## config.mk

```make
export PLATFORM = sky130hd
export DESIGN_NAME = axi_sub_arb_rr
export DESIGN_NICKNAME = d
export VERILOG_FILES = /design/src/rtl/axi_sub_arb_rr.sv
export SDC_FILE = /design/constraint.sdc
export NUM_CORES = 1
export LEC_CHECK = 0
export CAP_MARGIN = 10
export CORE_AREA = 10 10 143 145
export DETAILED_ROUTE_END_ITERATION = 10
export DIE_AREA = 0 0 153 155
export PLACE_DENSITY = 0.55
export SKIP_LAST_GASP = 1
export SLEW_MARGIN = 20
export SYNTH_ARGS = -nofsm -noshare
export SYNTH_HDL_FRONTEND = slang
export SYNTH_SLANG_ARGS = --single-unit
export TNS_END_PERCENT = 1
```

## constraint.sdc

```tcl
create_clock -name clk -period 2.4 [get_ports clk]
set_input_delay 0.6 -clock clk [delete_from_list [all_inputs] [get_ports clk]]
set_output_delay 0.6 -clock clk [all_outputs]
set_load 0.005 [all_outputs]
```

## src/rtl/axi_sub_arb_rr.sv

```systemverilog
// axi_sub_arb_rr: N-way round-robin/fixed-priority arbiter in front of one component.
// A burst holds the grant until its last beat; read returns follow a fixed C_LAT pipe.
module axi_sub_arb_rr #(
   parameter int AW       = 32,
   parameter int DW       = 32,
   parameter int UW       = 32,
   parameter int IW       = 1,
   parameter int N        = 2,
   parameter int ARB_MODE = 0,
   parameter int C_LAT    = 0
) (
   input  logic               clk,
   input  logic               rst,
   input  logic [N-1:0]       req_dv,
   input  logic [N-1:0]       req_write,
   input  logic [N*AW-1:0]    req_addr,
   input  logic [N*UW-1:0]    req_user,
   input  logic [N*IW-1:0]    req_id,
   input  logic [N*DW-1:0]    req_wdata,
   input  logic [N*DW/8-1:0]  req_wstrb,
   input  logic [N-1:0]       req_last,
   output logic [N-1:0]       req_hld,
   output logic [N-1:0]       req_err,
   output logic [N-1:0]       req_rvalid,
   output logic [DW-1:0]      req_rdata,
   output logic               dv,
   output logic [AW-1:0]      addr,
   output logic               write,
   output logic [UW-1:0]      user,
   output logic [IW-1:0]      id,
   output logic [DW-1:0]      wdata,
   output logic [DW/8-1:0]    wstrb,
   output logic               last,
   input  logic               hld,
   input  logic               rd_err,
   input  logic               wr_err,
   input  logic [DW-1:0]      rdata
);
   localparam int BC = DW / 8;
   localparam int NW = $clog2(N);

   logic          lock_vld_q, lock_vld_d;
   logic [NW-1:0] lock_idx_q, lock_idx_d, ptr_q, ptr_d;
   logic [NW-1:0] gnt, rv_idx;
   logic          gnt_vld, acc, rd_acc, rv_vld;

   // Earliest match wins, so scan from the far end and let nearer hits overwrite.
   always_comb begin
      logic [NW-1:0] c;
      gnt = lock_idx_q;
      gnt_vld = lock_vld_q;
      c = '0;
      if (!lock_vld_q)
         for (int k = N - 1; k >= 0; k--) begin
            c = NW'((k + (ARB_MODE == 0 ? int'(ptr_q) : 0)) % N);
            if (req_dv[c]) begin
               gnt = c;
               gnt_vld = 1'b1;
            end
         end
   end

   always_comb begin
      addr  = req_addr[AW-1:0];
      write = req_write[0];
      user  = req_user[UW-1:0];
      id    = req_id[IW-1:0];
      wdata = req_wdata[DW-1:0];
      wstrb = req_wstrb[BC-1:0];
      last  = req_last[0];
      for (int i = 1; i < N; i++)
         if (gnt_vld && gnt == NW'(i)) begin
            addr  = req_addr[i*AW +: AW];
            write = req_write[i];
            user  = req_user[i*UW +: UW];
            id    = req_id[i*IW +: IW];
            wdata = req_wdata[i*DW +: DW];
            wstrb = req_wstrb[i*BC +: BC];
            last  = req_last[i];
         end
   end

   always_comb begin
      for (int i = 0; i < N; i++)
         req_hld[i] = hld || !(gnt_vld && gnt == NW'(i));
   end

   assign dv        = gnt_vld && req_dv[gnt];
   assign acc       = dv && !hld;
   assign rd_acc    = acc && !write;
   assign req_rdata = rdata;

   always_comb begin
      lock_vld_d = lock_vld_q;
      lock_idx_d = lock_idx_q;
      ptr_d      = ptr_q;
      if (dv) begin
         lock_vld_d = hld || !last;
         lock_idx_d = gnt;
      end
      if (acc && last && ARB_MODE == 0)
         ptr_d = (gnt == NW'(N - 1)) ? '0 : gnt + 1'b1;
   end

   always_ff @(posedge clk) begin
      if (rst) begin
         lock_vld_q <= 1'b0;
         lock_idx_q <= '0;
         ptr_q      <= '0;
      end else begin
         lock_vld_q <= lock_vld_d;
         lock_idx_q <= lock_idx_d;
         ptr_q      <= ptr_d;
      end
   end

   if (C_LAT == 0) begin : g_comb
      assign rv_vld = rd_acc;
      assign rv_idx = gnt;
   end else begin : g_pipe
      logic [C_LAT-1:0] pv_q;
      logic [NW-1:0]    pi_q [C_LAT];
      always_ff @(posedge clk) begin
         pi_q[0] <= gnt;
         for (int s = 1; s < C_LAT; s++) pi_q[s] <= pi_q[s-1];
         if (rst) pv_q <= '0;
         else begin
            pv_q[0] <= rd_acc;
            for (int s = 1; s < C_LAT; s++) pv_q[s] <= pv_q[s-1];
         end
      end
      assign rv_vld = pv_q[C_LAT-1];
      assign rv_idx = pi_q[C_LAT-1];
   end

   // A read return and a write error can land on different requesters in one cycle.
   assign req_rvalid = rv_vld ? (N'(1) << rv_idx) : '0;
   assign req_err    = ((rv_vld && rd_err) ? (N'(1) << rv_idx) : '0) |
                       ((acc && write && wr_err) ? (N'(1) << gnt) : '0);
endmodule

```

# ---- After elaboration in Yosys (flattened, before gate mapping)
# Index checks and enable logic that the tools add are counted.
dict set report op_classes {
  addsub 2
  n_lt_le_gt_ge 3
  shifts 1
  mux 23
  bitwise 2
  n_reduce_logical 17
}
# operator n
set op_table {}
lappend op_table {{2-to-1 mux 32 bit} 3}
lappend op_table {{2-to-1 mux 1 bit} 16}
lappend op_table {{logical AND 1 bit} 9}
lappend op_table {{less-than comparator 1 x 2 -> 1 bit (second input constant)} 3}
lappend op_table {{2-to-1 mux 2 bit} 3}
lappend op_table {{logical NOT 1 bit} 5}
lappend op_table {{2-to-1 mux 4 bit} 1}
lappend op_table {{logical OR 1 bit} 3}
lappend op_table {{bitwise OR 2 bit} 1}
lappend op_table {{<< shifter 1 x 1 -> 2 bit (first input constant)} 1}
lappend op_table {{adder 1 bit (first input constant)} 1}
lappend op_table {{adder 1 bit (second input constant)} 1}
lappend op_table {{inverter 1 bit} 1}
dict set report totals {
  register_bits 3
  out_inout_bits 142
  wordCells 51
}

# ---- Logic depth before layout (Yosys ltp)
dict set report depth {
  ltp_word 14
  depth_mapped 6
  mapped_depth_nobuf 4
}

# ---- Least setup slack after synthesis
# Ideal clock, no wire load.
dict set report synth_path {
  path_type {in2out}
  start {in req_dv[0]}
  end {out addr[0]}
  arrival_ns 1.580
  t_required_ns 1.800
  path_slack_ns 0.220
  cell_stages 5
  cell_sequence {and2b_4 > o21ai_4 > buf_6 > buf_6 > mux2_1}
}
dict set report synth_via {
  elab_chain_len 7
}
# item line_no
set synth_lines {}
lappend synth_lines {{start, declared} 14} ;# input logic [N-1:0] req_dv,
lappend synth_lines {{2-to-1 mux 1 bit (implied by the code) (2 in a row)} 56} ;# if (req_dv[c]) begin
lappend synth_lines {{2-to-1 mux 1 bit (2 in a row)} 56}
lappend synth_lines {{2-to-1 mux 1 bit} 53} ;# if (!lock_vld_q)
lappend synth_lines {{logical AND 1 bit (*)} 72} ;# if (gnt_vld && gnt == NW'(i)) begin
lappend synth_lines {{2-to-1 mux 32 bit (*)} 72}
lappend synth_lines {{end, declared} 27} ;# output logic [AW-1:0] addr,
# Every way passes the cells marked *; elsewhere a longest branch is shown, timed or not. The select of a mux whose other input is x is not followed.

# ---- Worst setup path after layout
dict set report layout_path {
  start {in req_dv[0]}
  end {out user[21]}
}
dict set report layout_via {
  elab_chain_len 7
}
# item line_no
set layout_lines {}
lappend layout_lines {{2-to-1 mux 1 bit (implied by the code) (2 in a row)} 56}
lappend layout_lines {{2-to-1 mux 1 bit (2 in a row)} 56}
lappend layout_lines {{2-to-1 mux 1 bit} 53}
lappend layout_lines {{logical AND 1 bit (*)} 72}
lappend layout_lines {{2-to-1 mux 32 bit (*)} 72}
lappend layout_lines {{end, declared} 29} ;# output logic [UW-1:0] user,
# Marked as above.

==> run metrics <==
total core area around 0.018 mm²; cell-by-cell trace of the critical path buf_6 -> and2b_4 -> o21ai_4 -> buf_8 -> buf_12 -> clkbuf_16 -> buf_4 -> mux2_4 -> buf_2; Initial DRT Pass Iterations 4; failing checks negative setup slack; WL/cell 19.3 µm; via count of the first global-routing pass ~3100; Crit. path cell count 9; measured slew at the worst slew-check pin about 0.33 ns; count of buffers inserted at the top-level ports roughly 320; hold buffers post-CTS 0; top cells by instance count after synthesis sky130_fd_sc_hd__mux2_2, sky130_fd_sc_hd__mux2_1, sky130_fd_sc_hd__buf_4; final net count approximately 780; total routing resource utilization after global routing between 10 and 15%; CTS sink count 3; final-layout fill cell count ~1800; starting utilization of the core area about a tenth; depth of the most critical reg-to-reg path 8; Critical Path Start Type input pin; startpoint of the most critical hold path lock_idx_q$_SDFFE_PP0N_; endpoint kind of the worst setup timing path output pin; final weighted congestion of routability-driven global placement a little under 0.9; number of DRC violations after detailed routing 0; longest individual stage delay on the worst path 0.28 ns; final max-slew violation count 0; Worst Path Class, Setup in2out; Min-Delay Endpoint lock_idx_q$_SDFFE_PP0N_; vias 2906; cell total after placement between 700 and 800; reg-to-reg setup timing slack 0.50 ns; overflow left after global routing 0; EDFF count, synth 0; most used flip-flop cell after synthesis sky130_fd_sc_hd__dfxtp_1; CP max FO 8; cell area after placement 0.00518 mm²; die outline area around 0.024 mm²; library cells used by synthesis 29; capturing point of the worst reg2reg path ptr_q$_SDFFE_PP0P_; final HPWL from detailed placement about 12000 µm; worst slack at placement -0.930 ns; Setup Skew about 0.00028 ns; number of stages on the worst hold path 3; post-route design area between 0.005 and 0.006 mm²; peak clock frequency supported by timing 390 MHz; total number of placement rows a little under 50; main area contributors after synthesis sky130_fd_sc_hd__mux2_2, sky130_fd_sc_hd__mux2_1, sky130_fd_sc_hd__buf_4, sky130_fd_sc_hd__buf_6, sky130_fd_sc_hd__dfxtp_1; post-synthesis cell area 0.00181 mm²; area occupied by multi-input gates between 0.0015 and 0.002 mm²; Worst EP required approximately 1.8 ns; RSZ-0062 raised after global routing yes; H-tree levels 1; class of the most critical hold timing path reg2reg; final standard cell count with taps included and fillers excluded approximately 770; Syn Nets roughly 430; Buf+Inv Stages, Crit Path 6; post-route clock period utilization 107%; wire length after detailed routing roughly 15000 µm; cells after synthesis approximately 190; sequential standard cell area around 60 µm²; CTS Root Cell sky130_fd_sc_hd__clkbuf_16; top cell type's share of synthesized area 34.2%; clock-pin slew on the worst setup and hold paths 0.03 ns; share of flip-flops with an asynchronous set or reset 0%; number of max-cap violations 0; num ports around 390; layout-stage area growth over the synthesis result 228%; die extent in x 153 µm; count of yosys warnings during synthesis 0; synthesized area divided by synthesized cell count ~9.6 µm²; Final Hold Viols 0; buffer levels on the longest clock path 2; height of the die between 150 and 200 µm; run status finished with violations; worst hold slack after final layout about 0.65 ns; total design power 1.72 mW; TritonCTS clock tree built; Pwr per Cell Area around 290 mW/mm²; setup slack after layout -0.162 ns; sequential share of the synthesized area under 10%; most common cell in the synthesized netlist sky130_fd_sc_hd__mux2_2; count of nets left with antenna violations after detail routing 0; startpoint of the worst-slack reg-to-reg timing path ptr_q$_SDFFE_PP0P_; pin count of the biggest net entering global routing 27; cell accounting for the most synthesized area sky130_fd_sc_hd__mux2_2; routed via count divided by cell count ~3.8; violation count after the first detailed-routing iteration 67; peak ir drop on the vdd network approximately 0.18 mV; Layout Utilization between 30% and 40%; final number of setup-violating endpoints roughly 110; clock buffer count from CTS 3; post-synthesis register bit count 3; share of final-layout standard cells stronger than drive strength 1 between 30% and 40%; arrival time worst endpoint 1.96 ns; Leakage Power a little under 3 nW; worst slew slack as a fraction of its limit between 70% and 80%; Critical Path Slowest Stage Cell sky130_fd_sc_hd__mux2_4; initial antenna violation count 1; wire length of the first global-routing pass around 19000 µm; later-pin clock latency in the skew report about 0.22 ns; post-layout min period 2.56 ns; Worst path top cell family by delay buffers and inverters; Total Negative Setup Slacks -12.03 ns
==> worst max-delay path by stage <==
stage	startpoint	end	slack (ns)
after floorplan	req_dv[0]	addr[0]	0.22
after global routing	req_dv[0]	wdata[28]	-0.22
after global placement	req_dv[1]	req_rvalid[1]	-0.89
after CTS	req_dv[0]	addr[24]	-0.81
after detailed placement	req_dv[1]	addr[24]	-0.93
final	req_dv[0]	user[21]	-0.16
==> where the power goes <==
part,total (mW),leakage (nW),switching [mW],internal (mW)
clock network,0.263,0.0382,0.0437,0.219
logic,1.40,2.85,0.424,0.976
registers,0.0587,0.0249,0.00294,0.0557
==> metal layers <==
layer  global-route usage, %  share of wire [%]  wire length [µm]  vias up
li1                        -                  -                 -     1359
met1                    10.3                 38              5590     1339
met2                    17.9                 50              7420      200
met3                    6.42                 12              1730        8
met4                   0.863               0.59                87        0
met5                       0                  0                 0        -
==> state kept, by name (all words and copies together), names as in the netlist <==
signal      count
lock_vld_q      1
lock_idx_q      1
ptr_q           1
==> final cells by class <==
| class | instances | area share [%] |
|---|---|---|
| Antenna cell | 1 | 0.0421 |
| Tap cell | 229 | 4.82 |
| Sequential cell | 3 | 1.01 |
| Clock buffer | 4 | 1.33 |
| Multi-Input combinational cell | 139 | 25.6 |
| Timing Repair Buffer | 388 | 67.0 |
| Inverter | 3 | 0.190 |
==> cell usage in the layout, fill, tap and decap left out, drive strengths merged, types with 2 or more instances in the layout <==
master	netlist	final
nand2b	4	4
o2111ai	2	2
dfxtp	3	3
and2	2	2
a211oi	2	2
dlymetal6s2s	0	57
o21ai	3	3
clkbuf	0	39
mux2	103	103
buf	43	83
o211ai	2	2
nand2	5	5
a21oi	3	3
clkdlybuf4s50	0	212
inv	3	3
nor2	4	4
==> timing repair <==
item,in CTS,in global routing
gates resized for setup,12,246
cloned,2,7
pin swaps,1,2
buffers inserted,3,33
setup endpoints to repair,112,111
==> kinds of logic after synthesis <==
family	Yosys count	synth area share, %
DFF	3	3.32
muxes	104	64.8
buffers and inverters	46	19.0
AOI/OAI and AO/OA	16	6.97
and+or+nand+nor	19	5.94
==> tightest hold or removal path, cell delays in order (launching register included) <==
cell and delay (ns):
sky130_fd_sc_hd__dfxtp_1 0.32, sky130_fd_sc_hd__buf_4 0.12, sky130_fd_sc_hd__a2bb2oi_1 0.07, sky130_fd_sc_hd__nor2_1 0.09
No activity file was read; power rests on OpenSTA's default activity.
